--- src/rtl/alu_mc.sv ---
// Multi-cycle ALU: single-cycle ops finish one cycle after start; MUL is shift-add over WIDTH cycles.
// ready=1 only when idle; start is ignored while busy; done pulses for one cycle when result/flags update.
module alu_mc #(
  parameter int WIDTH = 16,
  parameter int SHW   = $clog2(WIDTH)
) (
  input  logic             clk,
  input  logic             reset,
  input  logic             start,
  input  logic [WIDTH-1:0] a,
  input  logic [WIDTH-1:0] b,
  input  logic [7:0]       op,
  output logic             ready,
  output logic             done,
  output logic [WIDTH-1:0] result,
  output logic [4:0]       flags
);

  localparam logic [7:0] OP_AND = 8'b0000_0001;
  localparam logic [7:0] OP_OR  = 8'b0000_0010;
  localparam logic [7:0] OP_XOR = 8'b0000_0011;
  localparam logic [7:0] OP_ADD = 8'b0000_0101;
  localparam logic [7:0] OP_SUB = 8'b0000_1001;
  localparam logic [7:0] OP_CMP = 8'b0000_1011;
  localparam logic [7:0] OP_MOV = 8'b0000_1101;
  localparam logic [7:0] OP_MUL = 8'b0000_1110;
  localparam logic [7:0] OP_LSH = 8'b1000_0100;

  localparam int FC = 0;
  localparam int FL = 1;
  localparam int FF = 2;
  localparam int FZ = 3;
  localparam int FN = 4;

  typedef enum logic [1:0] {IDLE, EXEC, MUL} state_t;

  state_t             state_q, state_d;
  logic [WIDTH-1:0]   a_q, a_d;
  logic [WIDTH-1:0]   b_q, b_d;
  logic [7:0]         op_q, op_d;
  logic [WIDTH-1:0]   result_q, result_d;
  logic [4:0]         flags_q, flags_d;
  logic               done_q, done_d;
  logic [SHW-1:0]     cnt_q, cnt_d;
  logic [2*WIDTH-1:0] acc_q, acc_d;
  logic [2*WIDTH-1:0] mcand_q, mcand_d;
  logic [WIDTH-1:0]   mplier_q, mplier_d;

  logic [WIDTH:0]     sum;
  logic [WIDTH:0]     diff;
  logic [WIDTH-1:0]   neg_b;
  logic [2*WIDTH-1:0] acc_next;

  always_comb begin
    sum      = {1'b0, a_q} + {1'b0, b_q};
    diff     = {1'b0, a_q} - {1'b0, b_q};
    neg_b    = -b_q;
    acc_next = acc_q + (mplier_q[0] ? mcand_q : '0);
  end

  always_comb begin
    state_d  = state_q;
    a_d      = a_q;
    b_d      = b_q;
    op_d     = op_q;
    result_d = result_q;
    flags_d  = flags_q;
    done_d   = 1'b0;
    cnt_d    = cnt_q;
    acc_d    = acc_q;
    mcand_d  = mcand_q;
    mplier_d = mplier_q;

    unique case (state_q)
      IDLE: begin
        if (start) begin
          a_d  = a;
          b_d  = b;
          op_d = op;
          if (op == OP_MUL) begin
            cnt_d    = '0;
            acc_d    = '0;
            mcand_d  = {{WIDTH{1'b0}}, a};
            mplier_d = b;
            state_d  = MUL;
          end else begin
            state_d = EXEC;
          end
        end
      end

      EXEC: begin
        done_d  = 1'b1;
        state_d = IDLE;
        unique case (op_q)
          OP_AND: result_d = a_q & b_q;
          OP_OR:  result_d = a_q | b_q;
          OP_XOR: result_d = a_q ^ b_q;
          OP_MOV: result_d = b_q;
          OP_ADD: begin
            result_d    = sum[WIDTH-1:0];
            flags_d[FC] = sum[WIDTH];
            flags_d[FF] = (a_q[WIDTH-1] == b_q[WIDTH-1]) && (sum[WIDTH-1] != a_q[WIDTH-1]);
          end
          OP_SUB: begin
            result_d    = diff[WIDTH-1:0];
            flags_d[FC] = diff[WIDTH];
            flags_d[FF] = (a_q[WIDTH-1] != b_q[WIDTH-1]) && (diff[WIDTH-1] != a_q[WIDTH-1]);
          end
          OP_CMP: begin
            flags_d[FZ] = (a_q == b_q);
            flags_d[FL] = (a_q < b_q);
            flags_d[FN] = ($signed(a_q) < $signed(b_q));
          end
          OP_LSH: begin
            // Negative b selects a logical right shift by its magnitude.
            if (b_q[WIDTH-1]) result_d = a_q >> neg_b[SHW-1:0];
            else              result_d = a_q << b_q[SHW-1:0];
          end
          default: result_d = '0;
        endcase
      end

      MUL: begin
        acc_d    = acc_next;
        mcand_d  = mcand_q << 1;
        mplier_d = mplier_q >> 1;
        cnt_d    = cnt_q + 1'b1;
        if (cnt_q == SHW'(WIDTH - 1)) begin
          result_d    = acc_next[WIDTH-1:0];
          flags_d[FF] = |acc_next[2*WIDTH-1:WIDTH];
          done_d      = 1'b1;
          state_d     = IDLE;
        end
      end

      default: state_d = IDLE;
    endcase
  end

  always_ff @(posedge clk) begin
    if (reset) begin
      state_q  <= IDLE;
      a_q      <= '0;
      b_q      <= '0;
      op_q     <= '0;
      result_q <= '0;
      flags_q  <= '0;
      done_q   <= 1'b0;
      cnt_q    <= '0;
      acc_q    <= '0;
      mcand_q  <= '0;
      mplier_q <= '0;
    end else begin
      state_q  <= state_d;
      a_q      <= a_d;
      b_q      <= b_d;
      op_q     <= op_d;
      result_q <= result_d;
      flags_q  <= flags_d;
      done_q   <= done_d;
      cnt_q    <= cnt_d;
      acc_q    <= acc_d;
      mcand_q  <= mcand_d;
      mplier_q <= mplier_d;
    end
  end

  assign ready  = (state_q == IDLE);
  assign done   = done_q;
  assign result = result_q;
  assign flags  = flags_q;

endmodule
--- config.mk ---
export PLATFORM = sky130hd
export DESIGN_NAME = alu_mc
export DESIGN_NICKNAME = d
export VERILOG_FILES = /design/src/rtl/alu_mc.sv
export SDC_FILE = /design/constraint.sdc
export NUM_CORES = 1
export LEC_CHECK = 0
export CAP_MARGIN = 5
export CORE_UTILIZATION = 56
export DETAILED_ROUTE_END_ITERATION = 8
export HOLD_SLACK_MARGIN = 0.03
export PLACE_DENSITY = 0.76
export SYNTH_ARGS = -nofsm -noshare
export SYNTH_HDL_FRONTEND = slang
export SYNTH_SLANG_ARGS = --single-unit
--- constraint.sdc ---
create_clock -name clk -period 3.8 [get_ports clk]
set_input_delay 0.57 -clock clk [delete_from_list [all_inputs] [get_ports clk]]
set_output_delay 0.57 -clock clk [all_outputs]
set_load 0.005 [all_outputs]
==> results of run 1 <==
## registers in the layout, indices dropped and copies added (netlist names)
register  cells
flags         5
done          1
cnt_q         4
mcand_q      32
mplier_q     16
b_q          16
a_q          16
acc_q        32
state_q       2
result       16
op_q          8
## worst max-delay path: cells and delay by family, from the launching register on
| kind | cells | cell delay (ns) |
|---|---|---|
| compound gates | 4 | 1.27 |
| simple gates | 6 | 1.00 |
| flops | 1 | 0.38 |
| buf+inv | 1 | 0.24 |
| fa+ha+maj | 1 | 0.43 |
## cells in the final DEF, fill, tap and decap left out, types with 15 or more instances in the layout
cell             instances
nor2_1                 151
nand3_1                 56
o21ai_0                 80
mux4_2                  22
inv_1                   57
a21oi_1                174
mux2i_1                 29
o22ai_1                 43
ha_1                    85
clkdlybuf4s50_1         64
buf_4                   60
and2_1                  33
xor2_1                  15
nand2_1                229
a211oi_1                19
a21o_1                  16
nor3_1                  57
dfxtp_1                147
a22oi_1                 16
clkbuf_16               17
## cell type report
cell class | count | area [sq um] | area share [%]
Clock buffer | 18 | 439 | 3.31
Multi-Input combinational cell | 1259 | 8020 | 60.5
Inverter | 60 | 225 | 1.70
Sequential cell | 148 | 2960 | 22.4
Timing Repair Buffer | 124 | 1090 | 8.23
Tap cell | 270 | 338 | 2.55
Clock inverter | 13 | 174 | 1.31
## routing by layer
metal  up-vias  global-route usage, %
met2       702                   52.9
met4         0                   11.3
met1      5790                   53.6
li1       5773                      -
met5         -                      0
met3        77                   10.2
## worst max-delay path by stage
stage,from,to,slack [ns],cells after the start
after floorplan,b_q[1],result[0],0.28,14
after global placement,mplier_q[0],flags[2],0.49,12
after detailed placement,mplier_q[0],flags[2],0.42,12
after CTS,mplier_q[0],flags[2],0.39,12
after global routing,mplier_q[0],flags[2],0.13,13
final,mplier_q[0],flags[2],0.35,12
## through the flow
stage / power, mW / worst slack [ns] / hold WS [ns] / area, sq um
after floorplan: 2.19 / 0.283 / 0.432 / 11600
after global placement: 2.49 / 0.486 / 0.443 / 12600
after detailed placement: 2.49 / 0.418 / 0.451 / 12600
after CTS: 4.26 / 0.394 / 0.459 / 13300
after global routing: 4.44 / 0.130 / 0.474 / 13300
final: 4.29 / 0.354 / 0.462 / 13300
## cells by family (layout without fill, tap and decap cells)
group | Yosys count | in the layout | synth area share (%)
fa+ha+maj | 89 | 89 | 9.78
compound gates | 478 | 478 | 25.7
flops | 148 | 148 | 25.5
mux | 56 | 56 | 7.25
xor+xnor | 26 | 26 | 1.96
simple gates | 610 | 610 | 24.1
buf+inv | 168 | 215 | 5.60
## power groups by stage
stage	logic, mW	registers (mW)	clock network [mW]
after detailed placement	0.810	1.68	0
after CTS	0.815	1.65	1.80
after global routing	0.899	1.65	1.89
final	0.841	1.65	1.80
after global placement	0.808	1.68	0
after floorplan	0.522	1.66	0
==> flow_metrics.tcl, run 1 <==
set metrics [dict create \
    status "finished clean" \
    num_rows 52 \
    h-tree-depth 4 \
    met2WireLength_um 16200 \
    ant_nets 0 \
    core_sq_um 20300 \
    timing.final.crit_period_ns 3.45 \
    dp.cells 1861 \
    syn_to_final_growth_pct 14.1 \
    relSlewSlack_pct 8.98 \
    crit_path_end_kind "register" \
    synth_area_leaders "dfxtp_1, ha_1, a21oi_1" \
    tightest_slew_ns 1.36 \
    worstHoldEndpoint "acc_q[4]" \
    ys_ff_latch 148 \
    seqPwrFrac_pct 38.5 \
    timing.rr.end "flags[2]" \
    slowest_stage "ha_1" \
    fin_skew_ns 0.0144 \
    leakage_nw 5.08 \
    grtUsageTotal_pct 37.0 \
    routed_wl_um 39600 \
    drive_above_1_share_pct 8.57 \
    io_pins 66 \
    seq_area_frac_synth_pct 25.5 \
    syn-cell-area_sq_um 11600 \
    ff2ff_path_depth 12 \
    grt_overflow 0 \
    cp_cell_sequence "buf_4 > and2_1 > ha_1 > nand2_1 > o31ai_2 > nand3_1 > a2111o_1 > o311a_1 > a2111oi_2 > nand4_1 > and4bb_1 > nor3_1" \
    yosysTopAreaCell "dfxtp_1" \
    clock_latency_ns 0.43 \
    wl_met3_um 5040 \
    yosysMostFrequentCell "nand2_1" \
    combPwrFrac_pct 19.6 \
    cp.arrival_ns 3.74 \
    fp.dieH_um 146 \
    drt_drc_violations_left 0 \
    vias 12342 \
    grt_pass1_wl_um 61700 \
    hold_viol_final 0 \
    gp_congestion 1.05 \
    fin_cells 1892 \
    p_switching_mw 1.31 \
    wire_per_inst_um 20.9 \
    clkSinkCount 148 \
    synth_edf_count 0 \
    dieArea_sq_um 21300 \
    worstSetupPathType "register to register" \
    synth_top_area_share_pct 25.5 \
    r2r_slack_ns 0.35 \
    fmax_mhz 290 \
    viasPerCell 6.52 \
    hold_buffers 0 \
    hold_class "register to register" \
    report.final.slew_viol_count 0 \
    cts_tree "yes" \
    p_int_mw 2.99 \
    tns_ns 0 \
    slowest_delay_ns 0.43 \
    ys.warnings.count 0 \
    sw_frac_of_total_pct 30.4 \
    antenna_cells 0 \
    numCtsBuffers 17 \
    fp.dieW_um 146 \
    post-route-util_pct 65.3 \
    timing.rr.start "mplier_q[0]" \
    syn-instance-count 1575 \
    post_cts_resized 0 \
    crit_path_max_fanout 22 \
    ys_types 82 \
    synthFlopType "dfxtp_1" \
    rsz0062_at_grt "no" \
    crit_path_start_kind "register" \
    cts.clk_slew.worst_paths_ns 0.07 \
    irDropWorstVdd_mv 0.309 \
    port_buffers 65 \
    setup_viol 0 \
    min_path_cells 2 \
    crit_required_ns 4.10 \
    antenna_found_initial 0 \
    drv_cap 0 \
    drtPass1Iterations 6 \
    num-fill-cells 1853 \
    pwr-share-clk_pct 42.0 \
    drtIter0Drc 1435 \
    dpl.hpwl_um 29800 \
    fin_nets 1742 \
    start_util_pct 57.2 \
    grt_pass1_vias 11044 \
    grt_max_degree 45 \
    post_cts_buffers 0 \
    synthTopCellsByCount "nand2_1, a21oi_1, nor2_1, dfxtp_1" \
    p_per_area_nw_per_um2 324 \
    async_reset_ff_share_pct 0 \
    route.top_layer_used "met4" \
    synth_area_per_cell_sq_um 7.37 \
    root_buffer "clkbuf_16" \
    cts_buffer_depth 2 \
    hp-start "acc_q[4]" \
    syn-num-nets 1707 \
    wl_met1_um 17300 \
    fin_crit_sh_pct 90.7 \
]
(Power assumes the default switching activity.)
==> run 2: changes to the inputs <==
--- a/config.mk
+++ b/config.mk
@@ -5,7 +5,6 @@
 export SDC_FILE = /design/constraint.sdc
 export NUM_CORES = 1
 export LEC_CHECK = 0
-export CAP_MARGIN = 5
 export CORE_UTILIZATION = 56
 export DETAILED_ROUTE_END_ITERATION = 8
 export HOLD_SLACK_MARGIN = 0.03
==> results of run 2 <==
The final DEF is identical to that of run 1; final timing and power are the same.
==> run 3: changes to the inputs <==
--- a/config.mk
+++ b/config.mk
@@ -6,6 +6,7 @@
 export NUM_CORES = 1
 export LEC_CHECK = 0
 export CORE_UTILIZATION = 56
+export CTS_CLUSTER_SIZE = 12
 export DETAILED_ROUTE_END_ITERATION = 8
 export HOLD_SLACK_MARGIN = 0.03
 export PLACE_DENSITY = 0.76
==> results of run 3 <==
The final DEF is identical to that of run 1; final timing and power are the same.
